## config.mk

```make
export PLATFORM = sky130hd
export DESIGN_NAME = id_ex_stage
export DESIGN_NICKNAME = d
export VERILOG_FILES = /design/src/rtl/id_ex_stage.sv
export SDC_FILE = /design/constraint.sdc
export NUM_CORES = 1
export LEC_CHECK = 0
export BUFFER_PORTS_ARGS = -buffer_cell sky130_fd_sc_hd__buf_2
export CAP_MARGIN = 20
export CORE_AREA = 2 2 146 148
export CTS_CLUSTER_SIZE = 10
export DETAILED_ROUTE_END_ITERATION = 6
export DIE_AREA = 0 0 148 150
export GPL_TIMING_DRIVEN = 1
export PLACE_DENSITY_LB_ADDON = 0.2
export SYNTH_ARGS = -nofsm -noshare
export SYNTH_HDL_FRONTEND = slang
export SYNTH_HIERARCHICAL = 1
export SYNTH_SLANG_ARGS = --single-unit
```

## constraint.sdc

```tcl
create_clock -name clk -period 3.5 [get_ports clk]
set_input_delay 0.7 -clock clk [delete_from_list [all_inputs] [get_ports clk]]
set_output_delay 0.7 -clock clk [all_outputs]
set_load 0.05 [all_outputs]
```

## src/rtl/id_ex_stage.sv

```systemverilog
// ID/EX pipeline register for the 5-stage RISC-V core.
// Captures decoded operands/control from ID, detects load-use hazards,
// inserts bubbles on hazard or branch flush, bypasses same-cycle WB writes
// into the captured operands, and keeps saturating stall/flush counters.

// Saturating up-counter used for the performance-monitor events.
module id_ex_sat_counter #(
    parameter int W = 16
) (
    input  logic         clk,
    input  logic         rst,
    input  logic         inc,
    output logic [W-1:0] count
);
    logic at_max;

    assign at_max = &count;

    // Count one event per cycle, stick at all-ones instead of wrapping.
    always_ff @(posedge clk) begin
        if (rst)
            count <= '0;
        else if (inc && !at_max)
            count <= count + 1'b1;
    end
endmodule

module id_ex_stage #(
    parameter int XLEN  = 32,
    parameter int CNT_W = 16
) (
    input  logic            clk,
    input  logic            rst,
    // ID side
    input  logic            id_valid,
    input  logic [XLEN-1:0] id_pc,
    input  logic [4:0]      id_rs1_address,
    input  logic [4:0]      id_rs2_address,
    input  logic [4:0]      id_rd_address,
    input  logic [XLEN-1:0] id_rs1_data,
    input  logic [XLEN-1:0] id_rs2_data,
    input  logic [XLEN-1:0] id_imm,
    input  logic [3:0]      id_alu_op,
    input  logic            id_reg_write,
    input  logic            id_mem_read,
    input  logic            id_mem_write,
    // WB write port, bypassed into operands captured this cycle
    input  logic            wb_reg_write,
    input  logic [4:0]      wb_rd_address,
    input  logic [XLEN-1:0] wb_write_data,
    // pipeline control
    input  logic            ex_flush,
    input  logic            ext_stall,
    output logic            load_use_stall,
    // EX side
    output logic            ex_valid,
    output logic [XLEN-1:0] ex_pc,
    output logic [XLEN-1:0] ex_rs1_data,
    output logic [XLEN-1:0] ex_rs2_data,
    output logic [XLEN-1:0] ex_imm,
    output logic [4:0]      ex_rs1_address,
    output logic [4:0]      ex_rs2_address,
    output logic [4:0]      ex_rd_address,
    output logic [3:0]      ex_alu_op,
    output logic            ex_reg_write,
    output logic            ex_mem_read,
    output logic            ex_mem_write,
    // performance counters
    output logic [CNT_W-1:0] stall_count,
    output logic [CNT_W-1:0] flush_count
);

    // Everything EX sees, kept as one record so a bubble is simply all-zeros
    // and a hold is a single self-assignment.
    typedef struct packed {
        logic            valid;
        logic [XLEN-1:0] pc;
        logic [4:0]      rs1_address;
        logic [4:0]      rs2_address;
        logic [4:0]      rd_address;
        logic [XLEN-1:0] rs1_data;
        logic [XLEN-1:0] rs2_data;
        logic [XLEN-1:0] imm;
        logic [3:0]      alu_op;
        logic            reg_write;
        logic            mem_read;
        logic            mem_write;
    } ex_regs_t;

    ex_regs_t ex_q;
    ex_regs_t ex_d;
    ex_regs_t id_pkt;

    logic            hazard;
    logic            rs1_match;
    logic            rs2_match;
    logic            bypass_rs1;
    logic            bypass_rs2;
    logic [XLEN-1:0] rs1_value;
    logic [XLEN-1:0] rs2_value;
    logic            stall_event;
    logic            flush_event;

    // Load-use hazard: the load now in EX produces a register that the
    // instruction in ID reads. x0 never creates a dependency.
    always_comb begin
        rs1_match = (ex_q.rd_address == id_rs1_address);
        rs2_match = (ex_q.rd_address == id_rs2_address);
        hazard    = ex_q.valid && ex_q.mem_read && (ex_q.rd_address != 5'd0) &&
                    id_valid && (rs1_match || rs2_match);
    end

    // A taken branch kills the ID instruction anyway, so no need to hold IF/ID.
    assign load_use_stall = hazard && !ex_flush;

    // The regfile is written at the end of this cycle, so the value ID read
    // is stale when WB targets the same register; take the WB data instead.
    always_comb begin
        bypass_rs1 = wb_reg_write && (wb_rd_address != 5'd0) &&
                     (wb_rd_address == id_rs1_address);
        bypass_rs2 = wb_reg_write && (wb_rd_address != 5'd0) &&
                     (wb_rd_address == id_rs2_address);
        rs1_value  = bypass_rs1 ? wb_write_data : id_rs1_data;
        rs2_value  = bypass_rs2 ? wb_write_data : id_rs2_data;
    end

    // Assemble the record that would be loaded from ID this cycle.
    always_comb begin
        id_pkt             = '0;
        id_pkt.valid       = 1'b1;
        id_pkt.pc          = id_pc;
        id_pkt.rs1_address = id_rs1_address;
        id_pkt.rs2_address = id_rs2_address;
        id_pkt.rd_address  = id_rd_address;
        id_pkt.rs1_data    = rs1_value;
        id_pkt.rs2_data    = rs2_value;
        id_pkt.imm         = id_imm;
        id_pkt.alu_op      = id_alu_op;
        id_pkt.reg_write   = id_reg_write;
        id_pkt.mem_read    = id_mem_read;
        id_pkt.mem_write   = id_mem_write;
    end

    // Next-state selection: flush > external freeze > hazard bubble > load.
    // A bubble is all-zeros, which also clears the register addresses so the
    // forwarding unit never matches against it.
    always_comb begin
        ex_d = '0;
        if (ex_flush)
            ex_d = '0;
        else if (ext_stall)
            ex_d = ex_q;
        else if (hazard)
            ex_d = '0;
        else if (id_valid)
            ex_d = id_pkt;
        else
            ex_d = '0;
    end

    // Pipeline register; reset overrides every other input.
    always_ff @(posedge clk) begin
        if (rst)
            ex_q <= '0;
        else
            ex_q <= ex_d;
    end

    // A stall event is a hazard bubble actually inserted this edge; a flush
    // event counts every flush cycle, even while MEM is frozen.
    always_comb begin
        stall_event = hazard && !ex_flush && !ext_stall;
        flush_event = ex_flush;
    end

    id_ex_sat_counter #(.W(CNT_W)) u_stall_cnt (
        .clk   (clk),
        .rst   (rst),
        .inc   (stall_event),
        .count (stall_count)
    );

    id_ex_sat_counter #(.W(CNT_W)) u_flush_cnt (
        .clk   (clk),
        .rst   (rst),
        .inc   (flush_event),
        .count (flush_count)
    );

    assign ex_valid       = ex_q.valid;
    assign ex_pc          = ex_q.pc;
    assign ex_rs1_address = ex_q.rs1_address;
    assign ex_rs2_address = ex_q.rs2_address;
    assign ex_rd_address  = ex_q.rd_address;
    assign ex_rs1_data    = ex_q.rs1_data;
    assign ex_rs2_data    = ex_q.rs2_data;
    assign ex_imm         = ex_q.imm;
    assign ex_alu_op      = ex_q.alu_op;
    assign ex_reg_write   = ex_q.reg_write;
    assign ex_mem_read    = ex_q.mem_read;
    assign ex_mem_write   = ex_q.mem_write;

endmodule
```

Yosys cells after proc, flatten, opt, wreduce, memory -nomap -nowiden
Cells that the tools add are included.
{"block": "classes", "n_addsub": 2, "n_eq_ne": 4, "mux": 4, "n_reduce_logical": 21}
{"cell": "$mux W151", "count": 2}
{"cell": "$mux W32", "count": 2}
{"cell": "$add A16 B1 Y16 const B", "count": 2}
{"cell": "$reduce_and A16 Y1", "count": 2}
{"cell": "$eq A5 B5 Y1", "count": 4}
{"cell": "$logic_and A1 B1 Y1", "count": 11}
{"cell": "$reduce_bool A5 Y1", "count": 2}
{"cell": "$logic_not A1 Y1", "count": 4}
{"cell": "$reduce_or A2 Y1", "count": 1}
{"cell": "$logic_or A1 B1 Y1", "count": 1}
{"block": "word_totals", "reg_bits": 183, "inputBits": 193, "out_inout_bits": 184, "elab_cells": 45}

Depth between registers and ports, before layout
Gate-level depths: netlist of run 1.
{"block": "logic_depth", "depth_word": 7, "depth_mapped": 10, "depth_no_buf": 9}

Hierarchy
Netlist of run 1, hierarchy kept.
{"module": "id_ex_stage", "instances": 1, "cells_per_inst": 509, "area_per_inst_um2": 5590.4, "seq_area_each_um2": 3022.9}
{"module": "id_ex_sat_counter", "instances": 2, "cells_per_inst": 96, "area_per_inst_um2": 833.3, "seq_area_each_um2": 320.3}

Least setup slack after synthesis of run 1
OpenSTA, ideal clock, no wires.
{"block": "synth_timing", "kind": "input port to flip-flop", "startpoint": "input port id_rs2_address[2]", "endpoint": "register u_stall_cnt.count[15]", "setup_ps": 121, "arrival_ps": 3017, "required_ps": 3379, "path_slack_ps": 363, "stages": 10, "n_path_buf": 1, "path_cell_list": "xor2_1 > nor3_1 > a22oi_1 > or2_2 > nor3_1 > nand2_1 > or3_1 > clkbuf_2 > nor4_1 > mux2_2"}
{"block": "synth_between", "elab_chain_cells": 6}
{"element": "start, declared", "line": "38", "text": "input logic [4:0] id_rs2_address,"}
{"element": "$eq A5 B5 Y1", "line": "108", "text": "rs2_match = (ex_q.rd_address == id_rs2_address);"}
{"element": "$logic_or A1 B1 Y1", "line": "110", "text": "id_valid && (rs1_match || rs2_match);"}
{"element": "$logic_and A1 B1 Y1", "line": "110"}
{"element": "$logic_and A1 B1 Y1 (2 in a row)", "line": "172", "text": "stall_event = hazard && !ex_flush && !ext_stall;"}
{"element": "named net stall_event", "line": "101", "text": "logic stall_event;"}
{"element": "$logic_and A1 B1 Y1", "line": "23", "text": "else if (inc && !at_max)"}
{"element": "end signal, assigned", "line": "24", "text": "count <= count + 1'b1;"}
{"element": "end, declared", "line": "13", "text": "output logic [W-1:0] count"}
The timed path passes the listed nets, and every way through them passes these cells.
A chain may end at the register's enable or synchronous reset.

Worst setup path in the final report of run 1
Same ends and word-level chain as after synthesis.

==> flow_summary.yaml, run 1 <==
pwr:
  p_leak_nw: 4.49
  swShare: 0.273
  comb_power_share: 0.102
  ir_drop_mv: 0.300
  power_density_nw_per_um2: 453
  p_total_mw: 4.47
  seq_power_share: 0.480
  clkPwrFrac: 0.418
  p_int_mw: 3.25
  switchingPower_mw: 1.22
setup_path:
  crit_path_start_kind: "primary input"
  r2r_end: "u_stall_cnt/count[15]"
  crit_path_end_kind: "flop"
  cp.arrival_ns: 3.20
  cp.depth: 11
  reg2reg_slack_ns: 0.61
  max_stage_delay_ns: 0.39
  path_delay_family: "simple AND/OR/NAND/NOR gates"
  worstPathMaxFanout: 7
  cp_slowest_cell: "or3_1"
  crit_start: "id_rs2_address[2]"
  regToRegStartpoint: "ex_rd_address[0]"
  path_common_cell: "nor3_1"
  crit_path_cell_trace: "buf_2, xor2_1, nor3_1, a22oi_1, or2_2, nor3_1, buf_4, nand2_1, or3_1, nor4_1, mux2_2"
  endpoint: "u_stall_cnt/count[15]"
  path_buf_inv: 2
  cp.required_ns: 3.81
  crit_type: "primary input to flop"
  r2r_cells: 10
logic_synthesis:
  ys_top_cells_by_area: "dfxtp_1 (50%), a22o_1 (10%), mux2i_1 (9.4%)"
  postSynthCellCount: 701
  syn_area_sq_um: 7260
  ys_warn_count: 6
  ys_async_sr_fraction: 0
  synth_edf_count: 0
  synth-seq-cells: 183
  synth_cell_types: 45
  yosysSeqAreaShare: 0.505
  synth_most_common_cell: "dfxtp_1"
  ys_top_cells_by_count: "dfxtp_1 (183), a22o_1 (86), nand2_1 (82)"
  synthFlopType: "dfxtp_1"
  synth_fp_nets: 896
  syn_avg_cell_area_sq_um: 10.4
  netlist.area_leader.share: 0.505
  synth_top_area_cell: "dfxtp_1"
detailed_routing:
  top_layer: "met4"
  wl_met3_um: 1920
  postRouteWirelength_um: 22400
  wl_per_cell_um: 16.5
  drt_first_iter_violations: 235
  dr.pass1.iters: 4
  viasPerCell: 4.86
  wl_met2_um: 10900
  vias: 6576
  ant_nets: 0
  wl_met1_um: 9300
  drc: 0
place:
  hpwl_um: 16500
  gp_congestion: 0.821
  dpl.cell_count: 1320
  pre_cts_ws_ns: 0.230
  portBuffers: 376
clock_tree:
  cts_max_level: 4
  clkSinkCount: 183
  ctsHoldBuffers: 0
  clk_latency_ns: 0.43
  cts_tree: "built"
  ctsResizeCount: 0
  clkTransAtPathRegs_ns: 0.07
  cts_max_path_buffers: 2
  post_cts_buffers: 0
  clockRootBuffer: "clkbuf_16"
  cts_buffers: 17
final_layout:
  fin_nets: 1259
  synthToLayoutAreaGrowth_pct: 35.9
  drive_above_1_share: 0.409
  nFillCells: 2020
  antenna_cells: 0
  finalNonFillerCells: 1352
timing:
  hold_violations: 0
  fin_crit_ns: 2.89
  setup-tns-final_ns: 0
  timing.hold.ws_ns: 0.443
  finalMaxSlewViolations: 0
  setup_ws_ns: 0.613
  grt_setup_unrepaired: "no"
  tightestPinTransition_ns: 0.811
  finalSetupViolations: 0
  relSlewSlack: 0.454
  fin_crit_sh: 0.825
  fmax_ghz: 0.346
  skew_ns: 0.0208
die:
  dieWidth_um: 148
  dieArea_sq_um: 22200
  die_h_um: 150
  initial_core_util: 0.351
  core_sq_um: 20700
  rows: 53
  io_pins: 377
hold_path:
  hp-class: "flop to flop"
  worstHoldPathCells: 2
global_route:
  grt_start_max_net_pins: 102
  gr-usage-all-layers: 0.193
  overflow: 0
  antenna_found_initial: 0
  grt_pass1_wl_um: 33600
  grt_pass1_vias: 6173
run_status:
  outcome: "complete, no violations"
run:
  cap_violations: 0
-- power by group through the flow --
stage	registers, mW	clock network (mW)	logic, mW
after global routing	2.15	2.02	0.491
after global placement	2.19	0	0.460
after floorplan	2.32	0	0.137
after detailed placement	2.19	0	0.461
after CTS	2.14	1.93	0.462
final	2.14	1.87	0.458
-- sequential cells by signal (all words and copies together) (netlist names) --
signal and flops:
ex_alu_op 4, ex_imm 32, ex_reg_write 1, ex_mem_read 1, ex_valid 1, ex_rs1_data 32
ex_rs2_data 32, ex_mem_write 1, ex_pc 32, u_flush_cnt/count 16, ex_rd_address 5, ex_rs1_address 5
u_stall_cnt/count 16, ex_rs2_address 5
-- per-layer routing --
layer | up-vias | GRT usage
met5 | - | 0
met4 | 0 | 0.0567
met3 | 16 | 0.0634
met2 | 260 | 0.329
met1 | 3000 | 0.231
li1 | 3300 | -
-- worst register-to-register path, cell delays in order (launching register included) --
cell	delay, ns
dfxtp_1	0.37
xor2_1	0.18
nor3_1	0.21
a22oi_1	0.20
or2_2	0.34
nor3_1	0.18
buf_4	0.21
nand2_1	0.06
or3_1	0.39
nor4_1	0.28
mux2_2	0.36
-- how the worst min path moves through the flow --
stage / startpoint / end / slack, ns
6_report: ex_rs1_data[5] / ex_rs1_data[5] / 0.44
5_1_grt: id_imm[0] / ex_imm[0] / 0.46
4_1_cts: ex_rs1_data[26] / ex_rs1_data[26] / 0.45
3_5_place_dp: ex_rs2_data[6] / ex_rs2_data[6] / 0.44
3_3_place_gp: ex_rs2_data[3] / ex_rs2_data[3] / 0.43
2_1_floorplan: ex_rs1_data[10] / ex_rs1_data[10] / 0.67
-- cell type report --
type | count | area (sq um) | area share
timing repair buffer | 388 | 2000 | 0.202
inverter | 4 | 15.0 | 0.00152
sequential | 183 | 3660 | 0.371
clock inverter | 14 | 130 | 0.0132
multi-input combinational | 470 | 3280 | 0.332
tap | 275 | 344 | 0.0349
clock buffer | 18 | 439 | 0.0445
-- stage by stage --
stage | cell area [sq um] | util
after floorplan | 7260 | -
after global placement | 9300 | 0.449
after detailed placement | 9300 | 0.449
after CTS | 9860 | 0.477
after global routing | 9860 | 0.477
final | 9860 | 0.477
-- kinds of logic after synthesis --
logic type               synth area share
multiplexers                        0.100
buffers and inverters              0.0460
AND/OR/NAND/NOR                     0.125
flip-flops                          0.505
adder cells (fa/ha/maj)           0.00345
AO/OA/AOI/OAI                       0.190
XOR/XNOR                           0.0314
-- placed cells by master, fill, tap and decap left out, types with 3 or more instances in the layout --
master / synthesis / routed
nor3_1: 9 / 9
mux2_2: 4 / 4
nand2_1: 82 / 82
and4_1: 6 / 6
or4_1: 8 / 8
xor2_1: 16 / 16
xnor2_1: 10 / 10
nor2b_1: 4 / 4
or2_2: 3 / 3
inv_1: 4 / 4
mux2i_1: 68 / 68
or3_1: 4 / 4
o31ai_1: 8 / 8
nor4_1: 6 / 6
nand3_1: 16 / 16
a22o_1: 86 / 86
inv_6: 0 / 6
inv_8: 0 / 3
buf_2: 5 / 376
dfxtp_1: 183 / 183
a21oi_1: 10 / 10
buf_4: 2 / 10
o21ai_0: 17 / 17
o21ai_1: 52 / 51
nand4_1: 8 / 8
clkbuf_16: 0 / 17
nor2_1: 23 / 23
(Power assumes the default switching activity.)
==> run 2, diff against run 1 <==
ABC_AREA = 1   (was not set)
CORE_AREA = 2 2 148 150   (was 2 2 146 148)
DIE_AREA = 0 0 150 152   (was 0 0 148 150)
clock period = 2.5 ns   (was 3.5 ns; I/O delays follow)
==> flow_summary.yaml, run 2 <==
run_status:
  outcome: "complete, no violations"
logic_synthesis:
  postSynthCellCount: 1251
  syn_avg_cell_area_sq_um: 6.73
  synth_top_area_cell: "dfxtp_1"
  synthFlopType: "dfxtp_1"
  ys_async_sr_fraction: 0
  ys_top_cells_by_count: "nand2_1 (526), dfxtp_1 (183), a21oi_1 (169)"
  ys_top_cells_by_area: "dfxtp_1 (44%), nand2_1 (23%), a21oi_1 (10%)"
  synth_edf_count: 0
  synth_fp_nets: 1446
  netlist.area_leader.share: 0.435
  ys_warn_count: 6
  synth-seq-cells: 183
  syn_area_sq_um: 8420
  yosysSeqAreaShare: 0.435
  synth_cell_types: 32
  synth_most_common_cell: "nand2_1"
place:
  pre_cts_ws_ns: 0.106
  hpwl_um: 19900
  gp_congestion: 0.895
  portBuffers: 376
  dpl.cell_count: 1848
  place_area_sq_um: 10500
timing:
  skew_ns: 0.0136
  setup-tns-final_ns: 0
  tightestPinTransition_ns: 0.586
  fmax_ghz: 0.428
  hold_violations: 0
  grt_setup_unrepaired: "no"
  finalMaxSlewViolations: 0
  finalSetupViolations: 0
  fin_crit_sh: 0.935
  fin_crit_ns: 2.34
  relSlewSlack: 0.609
  setup_ws_ns: 0.163
hold_path:
  hold_end: "ex_imm[28]"
  hp-class: "primary input to flop"
  worstHoldPathCells: 3
  worstHoldStart: "id_imm[28]"
die:
  dieWidth_um: 150
  core_sq_um: 21400
  die_h_um: 152
  rows: 54
  io_pins: 377
  initial_core_util: 0.394
  dieArea_sq_um: 22800
setup_path:
  reg2reg_slack_ns: 0.33
  cp.required_ns: 2.00
  crit_path_end_kind: "primary output"
  r2r_cells: 15
  crit_type: "flop to primary output"
  cp.arrival_ns: 1.84
  worstPathMaxFanout: 5
  r2r_end: "u_stall_cnt/count[14]"
  regToRegStartpoint: "ex_rd_address[1]"
  crit_path_start_kind: "flop"
global_route:
  grt_start_max_net_pins: 127
  grt_pass1_wl_um: 44300
  gr-usage-all-layers: 0.241
  antenna_found_initial: 2
  overflow: 0
  grt_pass1_vias: 8666
final_layout:
  layout_common_cells: "nand2_1 (526), buf_2 (375), dfxtp_1 (179)"
  finalNonFillerCells: 1881
  synthToLayoutAreaGrowth_pct: 31.7
  mostFrequentLayoutCell: "nand2_1"
  drive_above_1_share: 0.295
  nFillCells: 2211
  finalInstanceArea_sq_um: 11100
  fin_nets: 1782
clock_tree:
  cts_buffers: 17
  cts_tree: "built"
  clkTransAtPathRegs_ns: 0.08
  clk_latency_ns: 0.43
  clockRootBuffer: "clkbuf_16"
  ctsResizeCount: 0
  clkSinkCount: 183
  cts_max_path_buffers: 2
  post_cts_buffers: 0
  cts_max_level: 4
  ctsHoldBuffers: 0
pwr:
  p_leak_nw: 5.24
  ir_drop_mv: 0.408
  power_density_nw_per_um2: 590
  comb_power_share: 0.130
  switchingPower_mw: 1.89
  p_int_mw: 4.65
  seq_power_share: 0.458
  swShare: 0.289
  clkPwrFrac: 0.413
detailed_routing:
  drt_first_iter_violations: 505
  drc: 0
  postRouteWirelength_um: 27900
  dr.pass1.iters: 5
  vias: 9216
  ant_nets: 0
  wl_per_cell_um: 14.8
  viasPerCell: 4.90
run:
  cap_violations: 0
[run 2: cell types whose count changed after synthesis, sizes merged, moves of 68 or more]
| cell | delta |
|---|---|
| nand2 | +456 |
| nand3 | +83 |
| nor2 | +74 |
| mux2i | -68 |
| a21oi | +164 |
| a22o | -86 |
[run 2: final cells by class]
type	instances	area (sq um)	area share
Multi-Input combinational cell	948	4250	0.383
Sequential cell	183	3670	0.331
Timing Repair Buffer	389	2060	0.185
Clock buffer	17	425	0.0384
Tap cell	280	350	0.0316
Inverter	48	180	0.0162
Clock inverter	14	160	0.0144
Antenna cell	2	5.00	0.000451
[run 2: logic make-up after synthesis]
logic type                 share of synthesized area
and+or+nand+nor                                0.376
DFF                                            0.435
AOI/OAI and AO/OA                              0.115
buffers and inverters                         0.0623
xor gates and xnor gates                     0.00832
adders and majority gates                    0.00297
[run 2: worst max-delay path by stage]
stage	start	end	slack (ns)
floorplan	ex_rd_address[1]	u_stall_cnt/count[14]	0.004
global placement	id_rs2_address[1]	u_stall_cnt/count[14]	0.12
detailed placement	id_rs1_address[1]	u_stall_cnt/count[14]	0.11
CTS	ex_rd_address[1]	load_use_stall	0.15
global route	ex_rd_address[1]	load_use_stall	0.03
finish	ex_rd_address[1]	load_use_stall	0.16
[run 2: per-layer routing]
| layer | part of all wire | GRT usage | vias to the layer above | wire length, um |
|---|---|---|---|---|
| met4 | 0.031 | 0.0979 | 0 | 860 |
| met5 | 0 | 0 | - | 0 |
| met1 | 0.40 | 0.283 | 4151 | 11100 |
| li1 | - | - | 4654 | - |
| met3 | 0.083 | 0.0688 | 58 | 2300 |
| met2 | 0.49 | 0.411 | 353 | 13600 |
[run 2: power groups by stage]
stage,combinational (mW),clock (mW),sequential [mW]
final,0.849,2.70,3.00
after global routing,0.929,2.88,3.00
after CTS,0.851,2.77,3.00
after detailed placement,0.849,0,3.06
after global placement,0.848,0,3.06
after floorplan,0.333,0,3.24
[run 2: critical path, stage by stage, from the launching register on]
cell	delay [ns]
dfxtp_1	0.41
inv_2	0.07
nand2_1	0.06
nand2_1	0.05
nor2_1	0.12
nand3_1	0.08
nand2_1	0.15
nand2_1	0.09
nor2_1	0.10
buf_2	0.29
[run 2: stage by stage]
| stage | power (mW) | utilization | hold slack (ns) |
|---|---|---|---|
| final | 6.55 | 0.520 | 0.308 |
| after detailed placement | 3.91 | 0.492 | 0.452 |
| after global routing | 6.81 | 0.519 | 0.297 |
| after floorplan | 3.58 | - | 0.562 |
| after global placement | 3.91 | 0.492 | 0.442 |
| after CTS | 6.62 | 0.519 | 0.288 |
==> run 3, diff against run 2 <==
--- a/config.mk
+++ b/config.mk
@@ -11,2 +11,3 @@
 export CORE_AREA = 2 2 148 150
+export CTS_BUF_LIST = sky130_fd_sc_hd__clkbuf_4 sky130_fd_sc_hd__clkbuf_8 sky130_fd_sc_hd__clkbuf_16
 export CTS_CLUSTER_SIZE = 10
==> constraint.sdc (replaced) <==
create_clock -name clk -period 2.5 [get_ports clk]
set_input_delay 0.25 -clock clk [delete_from_list [all_inputs] [get_ports clk]]
set_output_delay 0.25 -clock clk [all_outputs]
set_load 0.05 [all_outputs]
==> flow_summary.yaml, run 3 (synthesis gave the netlist of run 2 again) <==
global_route:
  grt_pass1_wl_um: 43900
  overflow: 0
  gr-usage-all-layers: 0.239
  grt_pass1_vias: 8599
  antenna_found_initial: 1
  grt_start_max_net_pins: 152
setup_path:
  worstPathMaxFanout: 5
  path_delay_family: "simple AND/OR/NAND/NOR gates"
  max_stage_delay_ns: 0.41
  crit_type: "flop to flop"
  path_buf_inv: 2
  cp.arrival_ns: 2.51
  crit_path_start_kind: "flop"
  cp.required_ns: 2.83
  path_common_cell: "nand2_1"
  crit_path_cell_trace: "inv_2, nand2_1, nand2_1, nor2_1, nand3_1, nand2_1, nand2_1, nor3_1, inv_2, nor2_4, nand2_1, nor2_1, nand3_1, nand2_1, nor2_1"
  cp_slowest_cell: "dfxtp_1"
  crit_path_end_kind: "flop"
timing:
  setup-tns-final_ns: 0
  relSlewSlack: 0.550
  tightestPinTransition_ns: 0.675
  fin_crit_ns: 2.18
  timing.hold.ws_ns: 0.0478
  grt_setup_unrepaired: "no"
  fin_crit_sh: 0.870
  skew_ns: 0.0120
  finalSetupViolations: 0
  finalMaxSlewViolations: 0
  fmax_ghz: 0.460
  hold_violations: 0
place:
  hpwl_um: 19800
  gp_congestion: 0.878
  portBuffers: 376
detailed_routing:
  postRouteWirelength_um: 28000
  drt_first_iter_violations: 500
  wl_per_cell_um: 14.9
  drc: 0
  dr.pass1.iters: 5
  vias: 9191
  ant_nets: 0
  viasPerCell: 4.89
pwr:
  power_density_nw_per_um2: 590
  p_leak_nw: 5.24
  ir_drop_mv: 0.464
die:
  dieArea_sq_um: 22800
  core_sq_um: 21400
  dieWidth_um: 150
  initial_core_util: 0.394
  rows: 54
  die_h_um: 152
  io_pins: 377
final_layout:
  layout_common_cells: "nand2_1 (526), buf_2 (375), dfxtp_1 (179)"
  drive_above_1_share: 0.294
  synthToLayoutAreaGrowth_pct: 31.6
  mostFrequentLayoutCell: "nand2_1"
  fin_nets: 1781
  postLayoutCoreUtil: 0.519
clock_tree:
  clkTransAtPathRegs_ns: 0.07
  cts_max_level: 4
  ctsResizeCount: 0
  clockRootBuffer: "clkbuf_16"
  clk_latency_ns: 0.43
  post_cts_buffers: 0
  cts_tree: "built"
  ctsHoldBuffers: 0
  cts_max_path_buffers: 2
  cts_buffers: 17
  clkSinkCount: 183
run_status:
  outcome: "complete, no violations"
hold_path:
  hp-class: "primary input to flop"
run:
  cap_violations: 0
run 3: cell count changes in the layout (fill, tap and decap cells not counted):
| cell | delta |
|---|---|
| clkinv_4 | -1 |
| diode_2 | -1 |
| clkinvlp_4 | +1 |
| buf_4 | -1 |
run 3: cell type report:
cell class	instances	area, sq um
fill	2205	10300
tap	280	350
clock inverter	14	159
inverter	48	180
antenna	1	2.50
timing repair buffer	388	2050
multi-input combinational	948	4250
sequential	183	3670
clock buffer	17	425
run 3: final timing paths:
path	startpoint	to	slack (ns)	cells past startpoint
min	rst	u_flush_cnt/count[11]	0.05	2
min reg2reg	ex_pc[8]	ex_pc[8]	0.46	2
max	ex_rd_address[1]	u_stall_cnt/count[14]	0.32	15
max reg2reg	ex_rd_address[1]	u_stall_cnt/count[14]	0.32	15
run 3: layer usage:
metal / track usage / wire length, um
met1: 0.277 / 11100
met4: 0.0791 / 647
met2: 0.417 / 13800
met5: 0 / 0
met3: 0.0730 / 2370
run 3: stage by stage:
step	instances	power (mW)	worst slack (ns)	area, sq um
global placement	1847	3.91	0.385	10500
finish	1879	6.54	0.324	11100
global route	1879	6.80	0.119	11100
CTS	1878	6.62	0.336	11100
floorplan	1251	3.58	0.00391	8420
detailed placement	1847	3.91	0.353	10500
run 3: power by group:
| part | switching (mW) | total (mW) | internal, mW |
|---|---|---|---|
| Combinational | 0.579 | 0.847 | 0.268 |
| Sequential | 0.0310 | 3.00 | 2.97 |
| Clock | 1.28 | 2.69 | 1.42 |
run 3: worst register-to-register path, delay by kind of cell, from the launching register on:
family | cells | cell delay, ns
buffers and inverters | 2 | 0.17
AND/OR/NAND/NOR | 13 | 1.50
flip-flops | 1 | 0.41
